`src/rtl/lvds_pair_integrity_monitor.sv`:
```
// P/N lane-pair integrity monitor: realigns and polarity-corrects the N leg,
// flags per-beat P/N equality, tracks lock with hysteresis and counts mismatches.

// Per-lane lock FSM, match flag and saturating mismatch counter.
module lvds_lane_monitor #(
   parameter int LOCK_CNT   = 16,
   parameter int UNLOCK_CNT = 4,
   parameter int ERR_CNT_W  = 16
) (
   input  logic                 I_clk,
   input  logic                 I_rst,
   input  logic                 s1_v,
   input  logic                 eq,
   input  logic                 err_clr,
   output logic                 match,
   output logic                 locked,
   output logic                 locked_nxt,
   output logic [ERR_CNT_W-1:0] err_cnt
);
   localparam int MAX_CNT = (LOCK_CNT > UNLOCK_CNT) ? LOCK_CNT : UNLOCK_CNT;
   localparam int CNT_W   = $clog2(MAX_CNT + 1);

   typedef enum logic [1:0] {UNLOCKED, LOCKING, LOCKED, LOSING} state_t;

   state_t             state_q, state_d;
   logic [CNT_W-1:0]   cnt_q, cnt_d;
   logic [CNT_W-1:0]   cnt_inc;

   assign cnt_inc    = cnt_q + CNT_W'(1);
   assign locked     = (state_q == LOCKED) || (state_q == LOSING);
   // Lets the top register the all-locked AND on the same edge as the lanes.
   assign locked_nxt = (state_d == LOCKED) || (state_d == LOSING);

   // State, run counter, match flag and error counter registers.
   always_ff @(posedge I_clk or posedge I_rst) begin
      if (I_rst) begin
         state_q <= UNLOCKED;
         cnt_q   <= '0;
         match   <= 1'b0;
         err_cnt <= '0;
      end else begin
         state_q <= state_d;
         cnt_q   <= cnt_d;
         match   <= s1_v & eq;
         // Clear has priority over a mismatch landing on the same edge.
         if (err_clr)
            err_cnt <= '0;
         else if (s1_v && !eq && (err_cnt != {ERR_CNT_W{1'b1}}))
            err_cnt <= err_cnt + ERR_CNT_W'(1);
      end
   end

   // Lock/unlock hysteresis; only valid beats advance the FSM.
   always_comb begin
      state_d = state_q;
      cnt_d   = cnt_q;
      if (s1_v) begin
         case (state_q)
            UNLOCKED: if (eq) begin
               if (LOCK_CNT == 1) begin
                  state_d = LOCKED;
                  cnt_d   = '0;
               end else begin
                  state_d = LOCKING;
                  cnt_d   = CNT_W'(1);
               end
            end
            LOCKING: if (eq) begin
               if (cnt_inc == CNT_W'(LOCK_CNT)) begin
                  state_d = LOCKED;
                  cnt_d   = '0;
               end else begin
                  cnt_d   = cnt_inc;
               end
            end else begin
               state_d = UNLOCKED;
               cnt_d   = '0;
            end
            LOCKED: if (!eq) begin
               if (UNLOCK_CNT == 1) begin
                  state_d = UNLOCKED;
                  cnt_d   = '0;
               end else begin
                  state_d = LOSING;
                  cnt_d   = CNT_W'(1);
               end
            end
            LOSING: if (!eq) begin
               if (cnt_inc == CNT_W'(UNLOCK_CNT)) begin
                  state_d = UNLOCKED;
                  cnt_d   = '0;
               end else begin
                  cnt_d   = cnt_inc;
               end
            end else begin
               state_d = LOCKED;
               cnt_d   = '0;
            end
            default: begin
               state_d = UNLOCKED;
               cnt_d   = '0;
            end
         endcase
      end
   end
endmodule

module lvds_pair_integrity_monitor #(
   parameter int DATA_W     = 7,
   parameter int LANES      = 2,
   parameter int LOCK_CNT   = 16,
   parameter int UNLOCK_CNT = 4,
   parameter int ERR_CNT_W  = 16
) (
   input  logic                       I_clk,
   input  logic                       I_rst,
   input  logic                       I_valid,
   input  logic                       I_invert_n,
   input  logic                       I_err_clr,
   input  logic [LANES*DATA_W-1:0]    I_diff_pdata,
   input  logic [LANES*DATA_W-1:0]    I_diff_ndata,
   output logic [LANES*DATA_W-1:0]    O_phase_align_pdata,
   output logic [LANES*DATA_W-1:0]    O_phase_align_ndata,
   output logic                       O_valid,
   output logic [LANES-1:0]           O_lane_match,
   output logic [LANES-1:0]           O_lane_locked,
   output logic                       O_all_locked,
   output logic [LANES*ERR_CNT_W-1:0] O_err_cnt
);
   localparam int STAGES = 2;

   logic [LANES-1:0][DATA_W-1:0] s1_p, s1_n;
   logic [STAGES-1:0]            vld_pipe;   // [0] = S1 valid, [1] = output valid
   logic [LANES-1:0]             lane_eq;
   logic [LANES-1:0]             lane_locked_nxt;

   // S1 capture with N-leg polarity correction, then S2 output register.
   always_ff @(posedge I_clk or posedge I_rst) begin
      if (I_rst) begin
         s1_p                <= '0;
         s1_n                <= '0;
         vld_pipe            <= '0;
         O_phase_align_pdata <= '0;
         O_phase_align_ndata <= '0;
         O_all_locked        <= 1'b0;
      end else begin
         s1_p                <= I_diff_pdata;
         s1_n                <= I_invert_n ? ~I_diff_ndata : I_diff_ndata;
         vld_pipe            <= {vld_pipe[0], I_valid};
         O_phase_align_pdata <= s1_p;
         O_phase_align_ndata <= s1_n;
         O_all_locked        <= &lane_locked_nxt;
      end
   end

   assign O_valid = vld_pipe[STAGES-1];

   for (genvar k = 0; k < LANES; k++) begin : g_lane
      assign lane_eq[k] = (s1_p[k] == s1_n[k]);

      lvds_lane_monitor #(
         .LOCK_CNT   (LOCK_CNT),
         .UNLOCK_CNT (UNLOCK_CNT),
         .ERR_CNT_W  (ERR_CNT_W)
      ) u_lane (
         .I_clk      (I_clk),
         .I_rst      (I_rst),
         .s1_v       (vld_pipe[0]),
         .eq         (lane_eq[k]),
         .err_clr    (I_err_clr),
         .match      (O_lane_match[k]),
         .locked     (O_lane_locked[k]),
         .locked_nxt (lane_locked_nxt[k]),
         .err_cnt    (O_err_cnt[k*ERR_CNT_W +: ERR_CNT_W])
      );
   end
endmodule
```
`config.mk`:
```
export PLATFORM = sky130hd
export DESIGN_NAME = lvds_pair_integrity_monitor
export DESIGN_NICKNAME = d
export VERILOG_FILES = /design/src/rtl/lvds_pair_integrity_monitor.sv
export SDC_FILE = /design/constraint.sdc
export NUM_CORES = 1
export LEC_CHECK = 0
export CAP_MARGIN = 10
export CORE_MARGIN = 1.5
export CORE_UTILIZATION = 46
export DETAILED_ROUTE_END_ITERATION = 7
export GPL_TIMING_DRIVEN = 0
export PLACE_DENSITY = 0.76
export SLEW_MARGIN = 10
export SYNTH_ARGS = -nofsm -noshare
export SYNTH_HDL_FRONTEND = slang
export SYNTH_SLANG_ARGS = --single-unit
```
`constraint.sdc`:
```
create_clock -name I_clk -period 4.05 [get_ports I_clk]
set_clock_uncertainty 0.05 [all_clocks]
set_input_delay 1.0125 -clock I_clk [delete_from_list [all_inputs] [get_ports I_clk]]
set_output_delay 1.0125 -clock I_clk [all_outputs]
set_load 0.1 [all_outputs]
```
* After elaboration in Yosys (flattened, before gate mapping)
Cells that the tools add are included.
** Storage, ports and cells
- Register bits :: 107
- Latch bits :: 0
- Bits in writable memories :: 0
- Memory bits (read-only) :: 0
- Output and inout port bits :: 66
- Logic and storage cells :: 97
- Memories :: 0
** Cells by class
- Add/sub/neg operators :: 4
- $mul :: 0
- Divide/modulo/power cells :: 0
- Magnitude comparators :: 0
- Eq/ne operators :: 22
- Shift operators :: 0
- Muxes and demuxes :: 35
- Bitwise operators :: 3
- Reductions and logical operators :: 17
** Operators with widths (count)
- 2-to-1 mux 16 bit :: 4
- 2-to-1 mux 5 bit :: 12
- case mux 5 bit (4 select lines) :: 2
- adder 16 x 1 -> 16 bit, second input constant :: 2
- inequality test 16 bit, second input constant :: 2
- 2-to-1 mux 2 bit :: 14
- == test 2 bit, second input constant :: 8
- case mux 2 bit (4 select lines) :: 2
- == test 7 bit :: 2
- 2-to-1 mux 14 bit :: 1
- inverter 14 bit :: 1
- adder 5 x 1 -> 5 bit, second input constant :: 2
- == test 5 x 3 -> 1 bit, second input constant :: 2
- == test 5 bit, second input constant :: 2
- AND reduction 3 bit :: 2
- == test 2 x 1 -> 1 bit, second input constant :: 2
- logical AND 1 bit :: 4
- logical NOT 2 bit :: 2
- logical OR 1 bit :: 4
- inequality test 2 x 1 -> 1 bit, second input constant :: 2
- inequality test 2 bit, second input constant :: 2
- nonzero test 2 bit :: 2
- AND 1 bit :: 2
- logical NOT 1 bit :: 2
- AND reduction 2 bit :: 1

* Depth between registers and ports, before layout
Gate-level depths: netlist of run 1.
- Depth after elaboration :: 9
- Mapped depth :: 7
- Depth with buffers taken out :: 6

* By module
Synthesis of run 1 repeated with hierarchy kept, for this count alone.
** Second synthesis, totals
- Cell total of the unflattened synthesis :: 383
- Area, all modules :: 4540.6 um2
** By module, submodules not included
- lvds_lane_monitor :: times used 2, cells each 144, area an instance 1370.1 um2, seq. area each 600.6 um2
- lvds_pair_integrity_monitor :: times used 1, cells each 95, area an instance 1800.5 um2, seq. area each 1476.4 um2

* Worst setup path before layout of run 1
No wires, ideal clock.
- Kind :: register to register
- Start point :: register g_lane[0].u_lane.err_cnt[0]
- End point :: register g_lane[0].u_lane.err_cnt[6]
- Arrival time :: 2594 ps
- Slack :: 1281 ps
- Stages on the path, launching flop included :: 8
- Period minus slack after synthesis :: 2769 ps
- Cell sequence :: dfrtp_1 > ha_1 > nand3_1 > or2_2 > nor4b_4 > buf_6 > nor4_2 > mux2_4
** On the way
- Word-level cells in the longest chain between the ends :: 3
- Elaborated cells between the ends (all ways) :: 6
- Those cells by class :: 1 x add/sub; 1 x eq/ne; 2 x mux; 2 x reduce/logical
** RTL lines
- start, declared :: line 18 : output logic [ERR_CNT_W-1:0] err_cnt
- start signal, assigned :: line 49 : err_cnt <= err_cnt + ERR_CNT_W'(1);
- adder 16 x 1 -> 16 bit / inequality test 16 bit (equally long branches) :: line 49, 48
- 2-to-1 mux 16 bit / logical AND 1 bit (equally long branches) :: line 48 : else if (s1_v && !eq && (err_cnt != {ERR_CNT_W{1'b1}}))
- 2-to-1 mux 16 bit / nonzero test 2 bit (equally long branches)
Parallel ways exist; a longest one is shown, timed or not. The select of a mux whose other input is x is not followed.
A chain may end at the register's enable or synchronous reset.

* Worst setup path in the final report of run 1
- Start point :: register g_lane[1].u_lane.state_q[1]
- End point :: output port O_lane_locked[1]
** On the way
- Word-level cells in the longest chain between the ends :: 2
- Elaborated cells between the ends (all ways) :: 3
- Those cells by class :: 2 x eq/ne; 1 x reduce/logical
** RTL lines
- start, declared :: line 25 : state_t state_q, state_d;
- start signal, assigned :: line 42 : state_q <= state_d;
- == test 2 bit :: line 30 : assign locked = (state_q == LOCKED) || (state_q == LOSING);
- logical OR 1 bit * :: line 30
- end, declared :: line 126 : output logic [LANES-1:0] O_lane_locked,
Every way passes the cells marked *; elsewhere a longest branch is shown, timed or not.

==> out/metrics.yaml, run 1 <==
cpLargestDelayFamily: "buffers and inverters"
cts_setup_buffers: 0
power_frac_seq_pct: 53.2
grt_pass1_wl_mm: 17.3
cp_max_fo: 10
clock_latency_ns: 0.36
synth_area_um2: 4800
num_rows: 37
setup_viol: 0
fmax_mhz: 289
hold_ws_ns: 0.337
synthCells: 431
synth_largest_area_cell: "dfrtp_1"
antennaDiodeCount: 0
cp_cell_sequence: "clkbuf_1 > clkbuf_1 > buf_4 > clkdlybuf4s50_1"
dpl.hpwl_mm: 7.61
ios: 99
slew_headroom_pct: 32.7
vias_per_cell: 5.57
swShare_pct: 32.7
cp.required_ns: 2.99
synthFlopType: "dfrtp_1"
core_area_um2: 10200
grt_usage_pct: 19.6
yosysSeqAreaShare_pct: 55.8
hold_violations: 0
p_comb_share_pct: 18.4
cp_data_arrival_time_ns: 2.40
dieArea_um2: 11100
clk_pin_slew_worst_paths_ns: 0.11
first_global_vias: 3587
post-route-period-util_pct: 85.6
end_kind: "output port"
slowest_stage: "clkdlybuf4s50_1"
die_w_um: 105
avgSynthCellArea_um2: 11.1
syn_nets: 468
ir_drop_uv: 244
synth-edff-count: 0
power_switching_w: 0.000713
ys_warn_count: 0
synthDistinctLibCells: 59
clock_sinks: 107
min_period_ns: 3.47
clockBufferDepth: 2
startpoint_type: "flop"
drt_iter0_markers: 246
clockPowerShare_pct: 28.4
cap_violations: 0
path_class: "reg -> out"
fin_cells: 680
ys_ff_latch: 107
critPathBufInv: 4
vias: 3785
status: "finished, final reports clean"
tightestPinTransition_ns: 1.01
synth_top_area_share_pct: 55.8
slew_viol_final: 0
antenna_found_initial: 0
p_int_w: 0.00147
cts-buffers-inserted: 9
cts_root_buf: "clkbuf_8"
leakagePower_nw: 2.44
grt_max_degree: 81
async_flop_share_pct: 100
routedWlPerCell_um: 15.6
powerDensity_nw_per_um2: 355
dpl.cell_count: 665
place_congestion: 0.879
drtAntennaViolNets: 0
rsz0062_at_grt: "false"
drc_errors: 0
cts.repair.resized: 0
htree_levels: 3
port_buffers: 97
start_util_pct: 46.9
die_y_um: 105
syn2layout_area_growth_pct: 28.2
drive_gt1_share_pct: 10.5
cts_tree: "built"
routed_wl_mm: 10.6
crit_top_cell: "clkbuf_1"
worst_path_largest_cell_delay_ns: 1.11
layout.nets: 577
synth_area_leaders: "dfrtp_1, a21oi_1, xnor2_1"
grt_overflow_total: 0
hp-class: "reg -> reg"
cts.hold.buffers_added: 0
drt_pass1_iterations: 4
==> flip-flops by register name (all words and copies together), names as in the netlist <==
signal                 flops
g_lane.u_lane.state_q      4
g_lane.u_lane.cnt_q       10
g_lane.u_lane.err_cnt     32
vld_pipe                   2
s1_n                      14
O_all_locked               1
s1_p                      14
O_phase_align_pdata       14
g_lane.u_lane.match        2
O_phase_align_ndata       14
==> power groups by stage <==
stage	Clock (W)	Sequential, W	Combinational [W]
floorplan	0	0.00136	0.0000967
detailed placement	0	0.00118	0.000405
global placement	0	0.00118	0.000396
global route	0.000688	0.00117	0.000424
CTS	0.000643	0.00116	0.000406
finish	0.000620	0.00116	0.000402
==> cells in the mapped netlist, types with 5 or more instances <==
master,n
and4_1,5
dfrtp_1,107
inv_1,15
or4_1,8
nor3_1,10
nand2_1,15
clkbuf_1,13
buf_4,5
nand4_1,8
xor2_1,14
o2111ai_1,7
xnor2_1,15
buf_2,5
nor2_1,28
mux2_2,9
a21oi_1,30
o21ai_0,11
o31ai_1,16
or4_2,7
nor2b_1,8
nand3_1,26
==> metrics by stage <==
| stage | area, um2 | util, % | setup WS (ns) | setup TNS [ns] | total power, W |
|---|---|---|---|---|---|
| after floorplan | 4800 | - | 0.170 | 0 | 0.00146 |
| after global placement | 5940 | 58.1 | -1.27 | -135.35 | 0.00158 |
| after detailed placement | 5970 | 58.4 | 1.00 | 0 | 0.00159 |
| after CTS | 6150 | 60.2 | 0.591 | 0 | 0.00221 |
| after global routing | 6150 | 60.2 | 0.458 | 0 | 0.00228 |
| final | 6150 | 60.2 | 0.584 | 0 | 0.00218 |
==> layout make-up <==
type / count / area, um2
Fill cell: 825 / 4080
Sequential cell: 107 / 2680
Multi-Input combinational cell: 283 / 1930
Timing Repair Buffer: 98 / 998
Tap cell: 136 / 170
Buffer: 25 / 134
Clock buffer: 9 / 124
Inverter: 16 / 65.1
Clock inverter: 6 / 56.3
==> per-layer routing <==
metal  routed length (um)  vias to the layer above  global-route usage [%]
met1                 4770                     1853                    26.7
met5                    0                        -                       0
met2                 5030                      119                    30.9
li1                     -                     1801                       -
met4                  143                        0                    6.16
met3                  674                       12                    4.93
==> cells in the final DEF (no fill, tap or decap), types with 5 or more instances in the layout <==
cell type	n
o2111ai_1	7
buf_2	5
inv_1	14
mux2_2	9
nor2_1	28
nand3_1	26
or4_2	7
xor2_1	14
nand4_1	8
o31ai_1	16
xnor2_1	15
nor2b_1	8
clkbuf_8	9
clkbuf_1	13
buf_4	5
or4_1	8
o21ai_0	11
a21oi_1	30
nand2_1	15
and4_1	5
dfrtp_1	107
nor3_1	10
clkdlybuf4s50_1	97
==> logic make-up (layout without fill, tap and decap cells) <==
logic type | after synthesis | after routing | synth area share, %
AOI/OAI and AO/OA | 93 | 93 | 13.0
xor gates and xnor gates | 29 | 29 | 5.29
adders and majority gates | 4 | 4 | 1.04
buffers and inverters | 41 | 154 | 4.04
DFF | 107 | 107 | 55.8
muxes | 14 | 14 | 3.36
and+or+nand+nor | 143 | 143 | 17.5
==> path summary, 6_finish.rpt <==
kind | start | to | slack, ns | cells after the start
worst max-delay path | g_lane[1].u_lane.state_q[1] | O_lane_locked[1] | 0.58 | 4
worst min register to register | vld_pipe[0] | vld_pipe[1] | 0.34 | 0
worst min-delay path | vld_pipe[0] | vld_pipe[1] | 0.34 | 0
max in group asynchronous | I_rst | s1_n[5] | 2.38 | 3
min in group asynchronous | I_rst | s1_n[12] | 0.91 | 2
worst max register to register | s1_n[7] | g_lane[1].u_lane.cnt_q[1] | 1.55 | 5
Power figures use the tool's default switching activity.
==> run 2, diff against run 1 <==
--- a/config.mk
+++ b/config.mk
@@ -8,6 +8,7 @@
 export CAP_MARGIN = 10
 export CORE_MARGIN = 1.5
 export CORE_UTILIZATION = 46
+export CTS_BUF_LIST = sky130_fd_sc_hd__clkbuf_16
 export DETAILED_ROUTE_END_ITERATION = 7
 export GPL_TIMING_DRIVEN = 0
 export PLACE_DENSITY = 0.76
==> run 2 against run 1 <==
Utilization rose by 0.99 points. Setup slack improved by 0.032 ns. Critical path depth did not move. Largest cell class unchanged. Sequential cell count did not move. Sequential share of layout area fell by 0.70 points. Clock power rose by 36%. Critical endpoint unchanged. Maximum frequency rose by 0.92%. Final cell count did not move. Die area did not move. First-iteration DRC count fell by 9.8%. Global-route usage rose by 0.21 points. Register-to-register slack got worse by 0.02 ns.
==> out/metrics.yaml, run 2 (synthesis gave the netlist of run 1 again) <==
fmax_mhz: 291  # +0.92%
cts.hold.buffers_added: 0  # unchanged
worst_path_largest_cell_delay_ns: 1.11  # about the same
dieArea_um2: 11100  # unchanged
crit_cells: 4  # unchanged
reg2reg_depth: 5  # unchanged
slowest_stage: "clkdlybuf4s50_1"
antennaDiodeCount: 0  # unchanged
num_rows: 37  # unchanged
antenna_found_initial: 0  # unchanged
largest_register_ff_count: 32  # unchanged
finalPower_w: 0.00241  # +10%
drt_iter0_markers: 222  # -9.8%
cts-buffers-inserted: 9  # unchanged
first_global_vias: 3596  # +0.25%
tightestPinTransition_ns: 1.01  # +0.00234 ns
layout.nets: 577  # unchanged
rsz0062_at_grt: "false"
regMostFlops: "g_lane.u_lane.err_cnt"
drt_pass1_iterations: 4  # unchanged
cts_tree: "built"
critPathBufInv: 4  # unchanged
place_congestion: 0.879  # unchanged
syn2layout_area_growth_pct: 30.3
slew_viol_final: 0  # unchanged
clockBufferDepth: 2  # unchanged
whs_endpoint: "vld_pipe[1]"
min_period_ns: 3.43  # -0.0316 ns
setup_viol: 0  # unchanged
cpLargestDelayFamily: "buffers and inverters"
slew_headroom_pct: 32.6  # -0.16 points
cts_root_buf: "clkbuf_16"
hold_ws_ns: 0.326  # -0.0102 ns
post-route-period-util_pct: 84.8  # -0.78 points
crit_top_cell: "clkbuf_1"
grt_overflow_total: 0  # unchanged
ios: 99  # unchanged
clock_sinks: 107  # unchanged
clk_pin_slew_worst_paths_ns: 0.08  # -0.03 ns
powerDensity_nw_per_um2: 385  # +8.5%
hp-class: "reg -> reg"
start_util_pct: 46.9  # unchanged
cts.repair.resized: 0  # unchanged
fin_cells: 680  # unchanged
layout_common_cells: "dfrtp_1, clkdlybuf4s50_1, a21oi_1"
startpoint_type: "flop"
r2r_slack_ns: 1.53  # -0.02 ns
die_y_um: 105  # unchanged
nFillCells: 818  # -0.85%
dpl.hpwl_mm: 7.61  # unchanged
routedWlPerCell_um: 15.7  # +0.23%
r2r-end: "g_lane[1].u_lane.cnt_q[1]"
cp_max_fo: 10  # unchanged
holdPathStages: 0  # unchanged
drive_gt1_share_pct: 10.5  # unchanged
final_common_cell: "dfrtp_1"
port_buffers: 97  # unchanged
cts_setup_buffers: 0  # unchanged
leakagePower_nw: 2.49  # +1.9%
grt_pass1_wl_mm: 17.4  # +0.76%
status: "finished, final reports clean"
drtAntennaViolNets: 0  # unchanged
min_from: "vld_pipe[0]"
vias_per_cell: 5.60  # +0.58%
core_area_um2: 10200  # unchanged
fin_util_pct: 61.1  # +0.99 points
drc_errors: 0  # unchanged
path_class: "reg -> out"
end_kind: "output port"
ir_drop_uv: 247  # +1.1%
hold_violations: 0  # unchanged
die_w_um: 105  # unchanged
htree_levels: 3  # unchanged
clock_latency_ns: 0.34  # -0.02 ns
routed_wl_mm: 10.6  # +0.23%
cp.required_ns: 2.99  # about the same
cap_violations: 0  # unchanged
grt_max_degree: 81  # unchanged
worstReg2RegStart: "s1_n[12]"
vias: 3807  # +0.58%
cp_cell_sequence: "clkbuf_1 > clkbuf_1 > buf_4 > clkdlybuf4s50_1"
cp_data_arrival_time_ns: 2.37  # -0.03 ns
dpl.cell_count: 665  # unchanged
grt_usage_pct: 19.8  # +0.21 points
-- run 2: final cells by class --
cell class / count / area, um2 / share of cell area (%)
plain buffers: 25 / 134 / 2.14
clock buffers: 9 / 225 / 3.60
clock inverters: 6 / 56.3 / 0.900
inverters: 16 / 65.1 / 1.04
multi-input cells: 283 / 1930 / 30.8
flip-flops and latches: 107 / 2680 / 42.8
well taps: 136 / 170 / 2.72
repair buffers: 98 / 998 / 16.0
-- run 2: how the worst max path moves through the flow --
stage | start | to
4_1_cts | g_lane[1].u_lane.state_q[1] | O_lane_locked[1]
2_1_floorplan | I_rst | O_all_locked
3_5_place_dp | g_lane[1].u_lane.state_q[1] | O_lane_locked[1]
3_3_place_gp | I_rst | g_lane[1].u_lane.err_cnt[4]
6_report | g_lane[1].u_lane.state_q[1] | O_lane_locked[1]
5_1_grt | g_lane[1].u_lane.state_q[1] | O_lane_locked[1]
-- run 2: per-stage QoR --
step	worst slack (ns)	TNS (ns)	area [um2]
detailed placement	1.00	0	5970
global route	0.506	0	6260
floorplan	0.170	0	4800
CTS	0.627	0	6260
finish	0.616	0	6260
global placement	-1.27	-135.35	5940
-- run 2: worst reg2reg max path: cells and delay by family, from the launching register on --
family	cells	cell delay [ns]
AOI/OAI and AO/OA	1	0.33
xor gates and xnor gates	1	0.20
muxes	1	0.36
and+or+nand+nor	2	1.07
DFF	1	0.39
-- run 2: per-layer routing --
metal / share of wire (%) / up-vias / wire length (um) / track usage (%)
met5: 0 / - / 0 / 0
met4: 1.6 / 0 / 174 / 6.75
met3: 6.4 / 14 / 680 / 4.93
met2: 47 / 134 / 5040 / 31.1
met1: 45 / 1850 / 4750 / 26.9
li1: - / 1809 / - / -
-- run 2: power by group --
group	switching [W]	internal (W)	total [W]
Combinational	0.000290	0.000112	0.000403
Clock	0.000414	0.000428	0.000843
Sequential	0.0000387	0.00112	0.00116
==> run 3, diff against run 2 <==
==> constraint.sdc (replaced) <==
create_clock -name I_clk -period 2.8 [get_ports I_clk]
set_clock_uncertainty 0.05 [all_clocks]
set_input_delay 0.7 -clock I_clk [delete_from_list [all_inputs] [get_ports I_clk]]
set_output_delay 0.7 -clock I_clk [all_outputs]
set_load 0.1 [all_outputs]
==> run 3 against run 2 <==
Power up 45%. Final cell count rose by 0.15%. Critical path depth down 3. Design area rose by 0.16%. Sequential cell count is the same. Sequential share of layout area fell by 0.068 points. Hold slack better by 0.019 ns. Combinational power is 45% higher. First-iteration DRC count down 3.2%. Utilization increased by 0.098 points. Largest cell class unchanged. Largest power group unchanged.
==> out/metrics.yaml, run 3 (synthesis gave the netlist of run 1 again) <==
use_met2_pct: 32.0  # +0.89 points
min_period_ns: 2.76
drtAntennaViolNets: 0  # unchanged
clockBufferDepth: 2  # unchanged
grt_busiest_layer: "met2"
ios: 99  # unchanged
ir_drop_uv: 343  # +39%
die_y_um: 105  # unchanged
slew_viol_final: 0  # unchanged
syn2layout_area_growth_pct: 30.5
largest_register_ff_count: 32  # unchanged
die_w_um: 105  # unchanged
first_global_vias: 3649  # +1.5%
hold_violations: 0  # unchanged
cp_data_arrival_time_ns: 2.01  # -0.36 ns
slowest_stage: "clkdlybuf4s50_1"
status: "finished, final reports clean"
worst_path_largest_cell_delay_ns: 1.20  # +0.09 ns
worstReg2RegStart: "s1_n[7]"
core_area_um2: 10200  # unchanged
setup_viol: 0  # unchanged
use_met1_pct: 26.8  # -0.13 points
antenna_found_initial: 0  # unchanged
grt_usage_pct: 20.1  # +0.28 points
cp_cell_sequence: "clkdlybuf4s50_1"
start_util_pct: 46.9  # unchanged
startpoint_type: "flop"
regMostFlops: "g_lane.u_lane.err_cnt"
hp-class: "reg -> reg"
dp_worst_setup_slack_ns: 0.0741  # -0.929 ns
finalSetupTns_ns: 0  # unchanged
crit_cells: 1  # -3
place_congestion: 0.884  # +0.65%
cts_root_buf: "clkbuf_16"
clk_pin_slew_worst_paths_ns: 0.08  # about the same
path_class: "reg -> out"
tightestPinTransition_ns: 1.02  # +0.00679 ns
dpl.hpwl_mm: 7.68  # +0.98%
clock_latency_ns: 0.34  # about the same
powerDensity_nw_per_um2: 557  # +45%
cts-buffers-inserted: 9  # unchanged
rsz0062_at_grt: "false"
end_kind: "output port"
leakagePower_nw: 2.52  # +1.1%
nFillCells: 832  # +1.7%
critPathBufInv: 1  # -3
slew_headroom_pct: 32.1  # -0.45 points
met3_usage_pct: 5.05  # +0.12 points
cpLargestDelayFamily: "buffers and inverters"
vias_per_cell: 5.61  # +0.19%
cap_violations: 0  # unchanged
cts_tree: "built"
cp.required_ns: 2.05  # -0.94 ns
htree_levels: 3  # unchanged
hold_ws_ns: 0.346  # +0.0192 ns
dpl.cell_count: 666  # +0.15%
post-route-period-util_pct: 98.5
grt_pass1_wl_mm: 17.9  # +2.8%
drt_iter0_markers: 215  # -3.2%
clock_sinks: 107  # unchanged
routed_wl_mm: 10.9  # +2.7%
layout.nets: 578  # +0.17%
fin_ws_ns: 0.0421  # -0.574 ns
antennaDiodeCount: 0  # unchanged
final_common_cell: "dfrtp_1"
port_buffers: 97  # unchanged
grt_max_degree: 38  # -53%
vias: 3820  # +0.34%
drive_gt1_share_pct: 10.8  # +0.35 points
layout_common_cells: "dfrtp_1, clkdlybuf4s50_1, a21oi_1"
num_rows: 37  # unchanged
drc_errors: 0  # unchanged
critPathLaunch: "g_lane[0].u_lane.err_cnt[2]"
grt_overflow_total: 0  # unchanged
holdPathStages: 0  # unchanged
drt_pass1_iterations: 4  # unchanged
cp_max_fo: 8  # -2
reg2reg_depth: 7  # +2
min_from: "s1_n[6]"
multi_input_area_um2: 1930  # unchanged
fmax_mhz: 363
routedWlPerCell_um: 16.1  # +2.6%
dieArea_um2: 11100  # unchanged
ff_latch_area_um2: 2680  # unchanged
r2r_slack_ns: 0.30  # -1.23 ns
fin_cells: 681  # +0.15%
==> run 3: timing repair <==
item | 4_1_cts | 5_1_grt
hold buffers | 0 | 0
resized for setup | 3 | 1
cloned | 0 | 0
setup buffers | 0 | 0
endpoints found under the setup margin | 2 | 1
==> run 3: final cells by class <==
class	instances	share of cell area, %
clock buffers	9	3.59
clock inverters	6	0.899
well taps	136	2.72
plain buffers	25	2.14
repair buffers	99	16.1
flip-flops and latches	107	42.7
multi-input cells	283	30.8
inverters	16	1.02
==> run 3: routing by layer <==
metal,part of all wire [%],up-vias
met5,0,-
met4,1.4,0
met3,6.1,14
met2,49,125
met1,44,1882
li1,-,1799
==> run 3: worst register-to-register path, cell delays in order, from the launching register on <==
cell	delay (ns)
dfrtp_1	0.39
xnor2_1	0.20
nand4_1	0.47
o21ai_0	0.52
buf_2	0.29
buf_2	0.27
o21ai_0	0.11
a21oi_1	0.15
==> run 3: final timing paths <==
kind                                               end
min reg2reg                     O_phase_align_ndata[6]
min in group asynchronous                  vld_pipe[1]
min                             O_phase_align_ndata[6]
max reg2reg                g_lane[1].u_lane.err_cnt[1]
max                                       O_err_cnt[2]
max in group asynchronous  g_lane[1].u_lane.state_q[0]
==> run 3: stage by stage <==
step | util (%) | total power (W) | instance area [um2]
after floorplan | - | 0.00211 | 4800
after global placement | 58.1 | 0.00228 | 5950
after detailed placement | 58.5 | 0.00230 | 5990
after CTS | 61.2 | 0.00351 | 6260
after global routing | 61.2 | 0.00362 | 6270
final | 61.2 | 0.00349 | 6270
==> run 3: where the power goes <==
group | total [W] | internal [W] | switching (W)
logic | 0.000584 | 0.000164 | 0.000420
registers | 0.00168 | 0.00162 | 0.0000569
clock network | 0.00122 | 0.000620 | 0.000604
total | 0.00349 | 0.00241 | 0.00108
